## config.mk

```make
export PLATFORM = sky130hd
export DESIGN_NAME = rsa_xcel_naive_req_split
export DESIGN_NICKNAME = d
export VERILOG_FILES = /design/src/rtl/rsa_xcel_naive_req_split.sv
export SDC_FILE = /design/constraint.sdc
export NUM_CORES = 1
export LEC_CHECK = 0
export CAP_MARGIN = 10
export CORE_UTILIZATION = 45
export DETAILED_ROUTE_END_ITERATION = 6
export GPL_TIMING_DRIVEN = 0
export HOLD_SLACK_MARGIN = 0.1
export PLACE_DENSITY = 0.72
export SYNTH_ARGS = -nofsm -noshare
export SYNTH_HDL_FRONTEND = slang
export SYNTH_SLANG_ARGS = --single-unit
```

## constraint.sdc

```tcl
create_clock -name clk -period 7.1 [get_ports clk]
set_input_delay 1.42 -clock clk [delete_from_list [all_inputs] [get_ports clk]]
set_output_delay 1.42 -clock clk [all_outputs]
set_load 0.02 [all_outputs]
```

## src/rtl/rsa_xcel_naive_req_split.sv

```systemverilog
// rsa_xcel_naive_req_split
// Splits a key-header + message word stream into one 96-bit {n, e, b}
// request per message word for the naive ModExp unit. A single output
// register decouples the two streams and refills in the cycle it drains.
//
// state    | meaning
// ---------+-----------------------------------------------------------
// RECV_N   | waiting for the modulus word n (reset state)
// RECV_E   | waiting for the exponent word e
// RECV_CNT | waiting for the message word count N
// DATA     | forwarding message words b, cnt_q holds words remaining
module rsa_xcel_naive_req_split (
  input  logic        clk,
  input  logic        reset,
  input  logic [31:0] istream_msg,
  input  logic        istream_val,
  output logic        istream_rdy,
  output logic [95:0] ostream_msg,
  output logic        ostream_val,
  input  logic        ostream_rdy
);

  typedef enum logic [1:0] {
    RECV_N   = 2'd0,
    RECV_E   = 2'd1,
    RECV_CNT = 2'd2,
    DATA     = 2'd3
  } state_t;

  state_t      state_q, state_d;
  logic [31:0] n_q, n_d;
  logic [31:0] e_q, e_d;
  logic [31:0] cnt_q, cnt_d;
  logic [95:0] out_q, out_d;
  logic        out_val_q, out_val_d;

  logic        i_fire;
  logic        o_fire;

  // Header words never wait; data words wait only while the request
  // register is full and downstream is stalled.
  always_comb begin
    istream_rdy = 1'b1;
    if (state_q == DATA) begin
      istream_rdy = !out_val_q || ostream_rdy;
    end
  end

  assign i_fire      = istream_val && istream_rdy;
  assign o_fire      = out_val_q && ostream_rdy;
  assign ostream_msg = out_q;
  assign ostream_val = out_val_q;

  // Next-state logic: header decode, request capture and count tracking.
  always_comb begin
    state_d   = state_q;
    n_d       = n_q;
    e_d       = e_q;
    cnt_d     = cnt_q;
    out_d     = out_q;
    out_val_d = out_val_q;

    // A drain clears the register unless a new request lands this cycle.
    if (o_fire) begin
      out_val_d = 1'b0;
    end

    case (state_q)
      RECV_N: begin
        if (i_fire) begin
          n_d     = istream_msg;
          state_d = RECV_E;
        end
      end
      RECV_E: begin
        if (i_fire) begin
          e_d     = istream_msg;
          state_d = RECV_CNT;
        end
      end
      RECV_CNT: begin
        if (i_fire) begin
          cnt_d = istream_msg;
          // An empty message produces no requests.
          if (istream_msg == 32'd0) begin
            state_d = RECV_N;
          end else begin
            state_d = DATA;
          end
        end
      end
      DATA: begin
        if (i_fire) begin
          // n and e are snapshotted so a following header cannot alter
          // a request that is still waiting on downstream.
          out_d     = {n_q, e_q, istream_msg};
          out_val_d = 1'b1;
          cnt_d     = cnt_q - 32'd1;
          if (cnt_q == 32'd1) begin
            state_d = RECV_N;
          end
        end
      end
      default: begin
        state_d = RECV_N;
      end
    endcase
  end

  // State and datapath registers, cleared asynchronously by reset.
  always_ff @(posedge clk or posedge reset) begin
    if (reset) begin
      state_q   <= RECV_N;
      n_q       <= 32'd0;
      e_q       <= 32'd0;
      cnt_q     <= 32'd0;
      out_q     <= 96'd0;
      out_val_q <= 1'b0;
    end else begin
      state_q   <= state_d;
      n_q       <= n_d;
      e_q       <= e_d;
      cnt_q     <= cnt_d;
      out_q     <= out_d;
      out_val_q <= out_val_d;
    end
  end

endmodule

```

==> impl_metrics.yaml, run 1 <==
clocking:
  cts_buffers: 17
  cts_setup_buffers: 0
  cts_hold_buf: 0
  cts-root-buf: "clkbuf_16"
  cts_max_path_buffers: 2
  cts_resized: 0
  clk_latency_ps: 430
  cts_num_sinks: 195
  cts_tree: "yes"
  htree_num_levels: 4
  path_clk_slew_ps: 70
finish:
  area_growth_pct: 27.5
  nFillCells: 1470
  final_area_um2: 10500
  fin_cells: 1033
  drive_gt1_share_pct: 25.0
  num_antenna_cells: 0
  fin_nets: 829
  fin_util_pct: 58.6
logic_synthesis:
  ys.flop_type: "dfrtp_1"
  synth_top_area_share_pct: 59.1
  syn-num-nets: 677
  async_reset_ff_share_pct: 100
  ys_seq_area_share_pct: 59.1
  synth_cell_types: 45
  syn_area_um2: 8260
  synth_area_per_cell_um2: 12.9
  synth_top_area_cell: "dfrtp_1"
  yosysWarnings: 0
  synth-edff-count: 0
  synth_cells: 639
  ys_seq_elements: 195
  synth.area.top_cells: "dfrtp_1 (59%), mux2_2 (22%), a21oi_1 (1.7%)"
sta:
  finalSetupViolations: 0
  worst_clock_skew_ps: 8.52
  drv_slew: 0
  rsz0062_at_grt: "false"
  max_freq_mhz: 222
  tightestPinTransition_ps: 882
  whs_ps: 502
  period_share_pct: 63.3
  period_minus_slack_ps: 4500
  max_slew_margin_pct: 40.7
  hold_violations: 0
placement:
  hpwl_um: 14700
  placed_area_um2: 9900
  port_buffers: 132
  placed_cells: 1001
  place.gp.congestion: 0.900
worst_setup_path:
  reg2reg_depth: 5
  cp_slowest_stage_delay_ps: 580
  cp-start-kind: "register"
  r2r-end: "cnt_q[13]"
  arrival_ps: 3080
  critPathSlowestCell: "clkbuf_1"
  worstSetupEndpointType: "primary output"
  cp.depth: 6
  crit_chain: "clkbuf_1 > and2_1 > clkbuf_1 > clkbuf_1 > nand2_1 > clkdlybuf4s50_1"
  cp_max_fo: 10
  rr_startpoint: "cnt_q[7]"
  startpoint: "state_q[0]"
  critical_path.top_delay_family: "buffers and inverters"
  cpMostUsedCell: "clkbuf_1"
  critical_path_class: "reg2out"
  worstSetupEndpoint: "istream_rdy"
  cp_data_required_time_ps: 5680
  crit_buf_inv: 4
  r2r_slack_ps: 4070
routing:
  route.final.wire_length_um: 21000
  firstDrtPassIters: 5
  antenna_left: 0
  drt_iter0_drc: 390
  routedWlPerCell_um: 20.4
  num_vias: 6001
  drc: 0
  via_per_inst: 5.81
floorplan:
  fp-row-count: 49
  die-area_um2: 18900
  die_w_um: 137
  ios: 134
  die_h_um: 137
  core_area_um2: 18000
  start_util_pct: 46.0
global_routing:
  grt_pass1_wl_um: 33000
  grt_max_degree: 113
  grt_pass1_vias: 6061
  grt-ovfl-total: 0
  grt_usage_pct: 23.5
  antenna_found_initial: 0
hold_path:
  hp-class: "reg2reg"
run_status:
  status: "completed"
power_and_ir_drop:
  p_leak_nw: 4.37
  ir_worst_vdd_uv: 196
  powerDensity_nw_per_um2: 384
run:
  drv_cap: 0
==> cell families (layout without fill, tap and decap cells) <==
| logic type | Yosys count | after routing | synth area share (%) |
|---|---|---|---|
| mux | 162 | 162 | 22.1 |
| flops | 195 | 195 | 59.1 |
| fa+ha+maj | 2 | 2 | 0.303 |
| simple gates | 138 | 138 | 8.76 |
| buf+inv | 41 | 206 | 1.86 |
| compound gates | 101 | 101 | 7.91 |
==> metal layers <==
layer / track usage [%] / part of all wire (%) / wire, µm / vias up
li1: - / - / - / 2660
met1: 29.9 / 43 / 8990 / 3058
met2: 39.1 / 50 / 10400 / 249
met3: 4.93 / 5.9 / 1240 / 34
met4: 9.10 / 1.7 / 350 / 0
met5: 0 / 0 / 0 / -
==> synthesized netlist by cell type (all sizes together), types with 2 or more instances <==
library cell  number
o2bb2ai            3
nor3              11
a21oi             28
a2bb2oi            9
nand4              8
or4                7
and2               2
o22ai              8
and3               3
mux2             160
buf                2
dfrtp            195
a31o               3
mux2i              2
nor4              14
o32ai              3
o31ai              2
inv                5
or3               10
nand3b             4
nor4b              2
o22a               3
clkbuf            34
nand2b             3
nor2              33
o21ai             23
ha                 2
o211ai             4
a31oi              3
a311oi             3
nand2             25
nand3             12
a211oi             2
==> metrics by stage <==
stage	total power, mW	worst slack (ps)	setup TNS (ps)
2_1_floorplan	2.41	368	0
3_3_place_gp	2.98	-1890	-364720
3_5_place_dp	3.04	2970	0
4_1_cts	4.06	2620	0
5_1_grt	4.24	2480	0
6_report	4.04	2600	0
==> final cells by class <==
class | count | area (µm²) | share of cell area (%)
repair buffers | 133 | 1350 | 12.8
clock buffers | 17 | 425 | 4.04
flip-flops and latches | 195 | 4880 | 46.4
plain buffers | 36 | 135 | 1.28
well taps | 229 | 287 | 2.72
multi-input cells | 403 | 3220 | 30.6
clock inverters | 15 | 199 | 1.89
inverters | 5 | 26.3 | 0.250
==> flip-flops by register name, indices dropped and copies added (netlist names) <==
signal       flops
ostream_val      1
state_q          2
e_q             32
cnt_q           32
ostream_msg     96
n_q             32
==> power by group <==
group	total (mW)	switching, mW	internal (mW)
registers	1.68	0.243	1.44
clock network	1.01	0.444	0.567
logic	1.34	0.669	0.673
total	4.04	1.36	2.68
==> worst min-delay path by stage <==
stage	slack, ps	cells past startpoint	endpoint	from
after floorplan	470	1	e_q[29]	e_q[29]
after global placement	480	1	ostream_msg[57]	e_q[25]
after detailed placement	490	1	e_q[17]	e_q[17]
after CTS	500	1	e_q[17]	e_q[17]
after global routing	520	1	e_q[15]	e_q[15]
final	500	1	ostream_msg[77]	n_q[13]
==> cell usage in the layout (no fill, tap or decap), types with 3 or more instances in the layout <==
cell,count
nand2_1,25
or4_4,3
clkinv_4,4
and3_1,3
nor4_1,14
clkbuf_1,34
o2bb2ai_1,3
clkbuf_16,17
nor3_1,11
o32ai_1,3
nand3b_1,4
inv_8,5
inv_1,4
o22a_1,3
a21oi_1,28
mux2_2,160
a31oi_1,3
a311oi_1,3
nand2b_1,3
a2bb2oi_1,9
o21ai_0,23
nand4_1,8
o211ai_1,4
clkdlybuf4s50_1,132
nor2_1,33
or3_1,10
or4_1,4
a31o_2,3
o22ai_1,8
dfrtp_1,195
nand3_1,12
bufinv_16,3
Power figures use the tool's default switching activity.
==> inputs of run 2 (changes only) <==
==> constraint.sdc (replaced) <==
create_clock -name clk -period 3.9 [get_ports clk]
set_input_delay 0.78 -clock clk [delete_from_list [all_inputs] [get_ports clk]]
set_output_delay 0.78 -clock clk [all_outputs]
set_load 0.02 [all_outputs]
==> run 2 against run 1 <==
Net effect: utilization up 0.28 points; sequential cell count unchanged; via count down 0.78%; register-to-register slack worse by 3200 ps; non-clock buffer count up 4; routed wire length up 1.1%; global-route usage up 0.077 points; sequential power up 83%; clock power up 75%; critical path depth unchanged; highest routed layer unchanged.
==> impl_metrics.yaml, run 2 (synthesis results as in run 1) <==
worst_setup_path:
  rr_startpoint: "cnt_q[7]"
  crit_chain: "clkbuf_1 > and2_1 > clkbuf_1 > clkbuf_2 > nand2_1 > clkdlybuf4s50_1"
  critical_path_class: "reg2out"
  cpMostUsedCell: "clkbuf_1"
  worstSetupEndpoint: "istream_rdy"
  cp_data_required_time_ps: 3120
  arrival_ps: 2840
  worstSetupEndpointType: "primary output"
  critPathSlowestCell: "clkdlybuf4s50_1"
  cp-start-kind: "register"
  cp_slowest_stage_delay_ps: 550
  cp_max_fo: 10
  startpoint: "state_q[1]"
  critical_path.top_delay_family: "buffers and inverters"
  r2r-end: "cnt_q[13]"
  reg2reg_depth: 5
  crit_buf_inv: 4
  r2r_slack_ps: 880
  cp.depth: 6
finish:
  fin_util_pct: 58.9
  final_area_um2: 10600
  area_growth_pct: 28.1
  drive_gt1_share_pct: 25.5
  final_cell_mix: "dfrtp_1 (195), mux2_2 (160), clkdlybuf4s50_1 (132)"
  largest_reg_flops: 96
  layout_commonest_cell: "dfrtp_1"
  num_antenna_cells: 0
  fin_cells: 1037
  fin_nets: 833
placement:
  placed_area_um2: 9980
  port_buffers: 132
  place.gp.congestion: 0.881
  placed_cells: 1005
  dpl_worst_slack_ps: 511
  hpwl_um: 15100
routing:
  antenna_left: 0
  routedWlPerCell_um: 20.5
  drc: 0
  num_vias: 5954
  firstDrtPassIters: 6
  drt_iter0_drc: 440
  via_per_inst: 5.74
  route.final.wire_length_um: 21300
power_and_ir_drop:
  total_power_mw: 7.29
  ir_worst_vdd_uv: 413
  combPwrFrac_pct: 33.6
  power.internal_mw: 4.84
  p_leak_nw: 4.39
  power.sequential.fraction_pct: 42.1
  power_frac_clock_pct: 24.3
  p_sw_share_pct: 33.5
  powerDensity_nw_per_um2: 689
  p_sw_mw: 2.44
clocking:
  path_clk_slew_ps: 70
  htree_num_levels: 4
  cts_hold_buf: 0
  cts-root-buf: "clkbuf_16"
  cts_buffers: 17
  cts_tree: "yes"
  cts_setup_buffers: 0
  cts_num_sinks: 195
  clk_latency_ps: 430
  cts_max_path_buffers: 2
sta:
  max_slew_margin_pct: 38.5
  tns_ps: 0
  setup_slack_ps: 279
  tightestPinTransition_ps: 914
  whs_ps: 500
  max_freq_mhz: 276
  finalSetupViolations: 0
  period_share_pct: 92.9
  rsz0062_at_grt: "false"
  hold_violations: 0
  drv_slew: 0
  period_minus_slack_ps: 3620
  worst_clock_skew_ps: 6.53
hold_path:
  hp-class: "reg2reg"
  hold_depth: 1
  hold_start: "e_q[23]"
run:
  drv_cap: 0
floorplan:
  die_h_um: 137
  start_util_pct: 46.0
  core_area_um2: 18000
  fp-row-count: 49
  die-area_um2: 18900
  ios: 134
  die_w_um: 137
global_routing:
  gr-max-usage-layer: "met2"
  grt_pass1_wl_um: 33000
  antenna_found_initial: 0
  grt-ovfl-total: 0
  grt_util_met3_pct: 4.78
  grt_max_degree: 44
  gr-usage-met2_pct: 39.8
  grt_pass1_vias: 6100
  grt_usage_pct: 23.5
  grt_use_met1_pct: 30.2
run_status:
  status: "completed"
run 2: cell types whose count changed in the layout (fill, tap and decap cells not counted), sizes merged:
cell / previous run / this run
bufinv: 3 / 2
clkinvlp: 2 / 4
clkinv: 5 / 3
buf: 3 / 7
clkbuf: 51 / 53
inv: 10 / 9
run 2: layout make-up:
cell class | count | area, µm²
Fill cell | 1399 | 7390
Buffer | 36 | 136
Sequential cell | 195 | 4880
Clock inverter | 13 | 144
Tap cell | 229 | 287
Timing Repair Buffer | 137 | 1430
Clock buffer | 19 | 453
Inverter | 5 | 22.5
Multi-Input combinational cell | 403 | 3220
run 2: worst min-delay path by stage:
stage | end | slack [ps]
after floorplan | e_q[29] | 470
after global placement | ostream_msg[57] | 480
after detailed placement | ostream_msg[55] | 480
after CTS | ostream_msg[55] | 500
after global routing | e_q[23] | 510
final | ostream_msg[55] | 500
run 2: power groups by stage:
stage / Clock [mW] / Sequential (mW) / Combinational [mW]
after CTS: 1.80 / 3.06 / 2.46
final: 1.77 / 3.07 / 2.45
after floorplan: 0 / 3.43 / 0.960
after detailed placement: 0 / 3.09 / 2.45
after global routing: 1.88 / 3.15 / 2.62
after global placement: 0 / 3.05 / 2.38
run 2: routing by layer:
layer | wire, µm | vias to the layer above
met5 | 0 | -
met4 | 227 | 0
met3 | 1140 | 24
met2 | 10600 | 224
met1 | 9280 | 3033
li1 | - | 2673
run 2: repair_timing:
item,4_1_cts,5_1_grt
resized for setup,0,2
endpoints found under the hold margin,0,0
endpoints found under the setup margin,0,1
==> inputs of run 3 (changes only) <==
--- a/config.mk
+++ b/config.mk
@@ -6,11 +6,11 @@
 export NUM_CORES = 1
 export LEC_CHECK = 0
 export CAP_MARGIN = 10
-export CORE_UTILIZATION = 45
+export CORE_UTILIZATION = 48
 export DETAILED_ROUTE_END_ITERATION = 6
 export GPL_TIMING_DRIVEN = 0
 export HOLD_SLACK_MARGIN = 0.1
-export PLACE_DENSITY = 0.72
+export PLACE_DENSITY = 0.76
 export SYNTH_ARGS = -nofsm -noshare
 export SYNTH_HDL_FRONTEND = slang
 export SYNTH_SLANG_ARGS = --single-unit
==> run 3 against run 2 <==
Net effect: clock power barely moved; die area shrank 6.2%; cell count down 0.96%; sequential power barely moved; combinational power about the same; via count up 0.49%; total power is 0.60% lower; register-to-register slack gained 90 ps; critical endpoint unchanged; largest cell class unchanged.
==> impl_metrics.yaml, run 3 (synthesis results as in run 1) <==
sta:
  finalSetupViolations: 0
  whs_ps: 501
  tightestPinTransition_ps: 894
  setup_slack_ps: 337
  period_share_pct: 91.4
  max_freq_mhz: 281
  tns_ps: 0
  worst_clock_skew_ps: 11.7
  drv_slew: 0
  max_slew_margin_pct: 39.9
  hold_violations: 0
  rsz0062_at_grt: "false"
  period_minus_slack_ps: 3560
routing:
  routedWlPerCell_um: 20.4
  via_per_inst: 5.83
  route.final.wire_length_um: 20900
  firstDrtPassIters: 6
  num_vias: 5983
  antenna_left: 0
  drc: 0
  drt_iter0_drc: 464
hold_path:
  hold_depth: 1
  hold_start: "n_q[1]"
  hp-class: "reg2reg"
floorplan:
  die_h_um: 133
  die_w_um: 133
  die-area_um2: 17700
  fp-row-count: 47
  ios: 134
  core_area_um2: 16700
  start_util_pct: 49.4
global_routing:
  grt_max_degree: 45
  grt_usage_pct: 25.1
  grt-ovfl-total: 0
  grt_pass1_wl_um: 34000
  antenna_found_initial: 0
  grt_pass1_vias: 6237
finish:
  fin_nets: 832
  fin_util_pct: 63.0
  layout_commonest_cell: "dfrtp_1"
  area_growth_pct: 27.5
  largest_reg_flops: 96
  final_area_um2: 10500
  final_cell_mix: "dfrtp_1 (195), mux2_2 (160), clkdlybuf4s50_1 (132)"
  num_antenna_cells: 0
  fin_cells: 1027
  drive_gt1_share_pct: 25.2
power_and_ir_drop:
  power.sequential.fraction_pct: 42.3
  power.internal_mw: 4.84
  p_sw_mw: 2.41
  powerDensity_nw_per_um2: 688
  combPwrFrac_pct: 33.6
  power_frac_clock_pct: 24.1
  ir_worst_vdd_uv: 366
  p_leak_nw: 4.37
  p_sw_share_pct: 33.2
  total_power_mw: 7.24
worst_setup_path:
  cp-start-kind: "register"
  critical_path_class: "reg2out"
  worstSetupEndpointType: "primary output"
  startpoint: "state_q[1]"
  rr_startpoint: "cnt_q[7]"
  reg2reg_depth: 5
  cp_max_fo: 10
  cp_data_required_time_ps: 3120
  arrival_ps: 2780
placement:
  placed_area_um2: 9940
  hpwl_um: 14700
  dpl_worst_slack_ps: 576
  place.gp.congestion: 0.907
  port_buffers: 132
  placed_cells: 995
clocking:
  path_clk_slew_ps: 70
  cts_num_sinks: 195
  cts_max_path_buffers: 2
  cts_tree: "yes"
  htree_num_levels: 4
  clk_latency_ps: 430
  cts_buffers: 17
  cts_setup_buffers: 0
  cts-root-buf: "clkbuf_16"
run_status:
  status: "completed"
run:
  drv_cap: 0
run 3: changes by cell type in the layout (fill, tap and decap cells not counted):
| cell | before | now |
|---|---|---|
| clkinv_4 | 0 | 2 |
| clkinv_2 | 3 | 2 |
| clkbuf_1 | 33 | 35 |
| buf_16 | 1 | 0 |
| inv_8 | 1 | 0 |
| inv_6 | 4 | 2 |
run 3: final cells by class:
type,instances,area [µm²]
inverter,5,22.5
tap,220,275
clock inverter,11,128
timing repair buffer,136,1400
fill,1301,6170
buffer,36,136
clock buffer,21,460
sequential,195,4880
multi-input combinational,403,3220
run 3: worst paths after layout:
| kind | to | slack, ps |
|---|---|---|
| hold / removal | ostream_msg[65] | 500 |
| max in group asynchronous | ostream_msg[50] | 2040 |
| hold reg to reg | ostream_msg[65] | 500 |
| setup reg to reg | cnt_q[13] | 970 |
| setup / recovery | istream_rdy | 340 |
| min in group asynchronous | n_q[6] | 870 |
run 3: power by group through the flow:
| stage | registers [mW] | logic [mW] | clock network (mW) |
|---|---|---|---|
| 2_1_floorplan | 3.43 | 0.960 | 0 |
| 3_3_place_gp | 3.05 | 2.37 | 0 |
| 3_5_place_dp | 3.09 | 2.44 | 0 |
| 4_1_cts | 3.06 | 2.45 | 1.78 |
| 5_1_grt | 3.15 | 2.60 | 1.87 |
| 6_report | 3.07 | 2.43 | 1.75 |
run 3: what timing repair did:
action                     CTS  global route
setup endpoints to repair    0             1
hold endpoints to repair     0             0
resized for setup            0             2
hold buffers                 0             0
run 3: layer usage:
layer	track usage [%]	wire length, µm	up-vias
met5	0	0	-
met4	10.8	516	0
met2	41.1	10200	256
li1	-	-	2671
met3	4.41	1190	34
met1	33.1	8980	3022
run 3: critical path, stage by stage (launching register included):
cell	delay [ps]
dfrtp_1	320
clkbuf_1	290
and2_1	280
clkbuf_1	400
clkbuf_2	400
nand2_1	100
clkdlybuf4s50_1	550
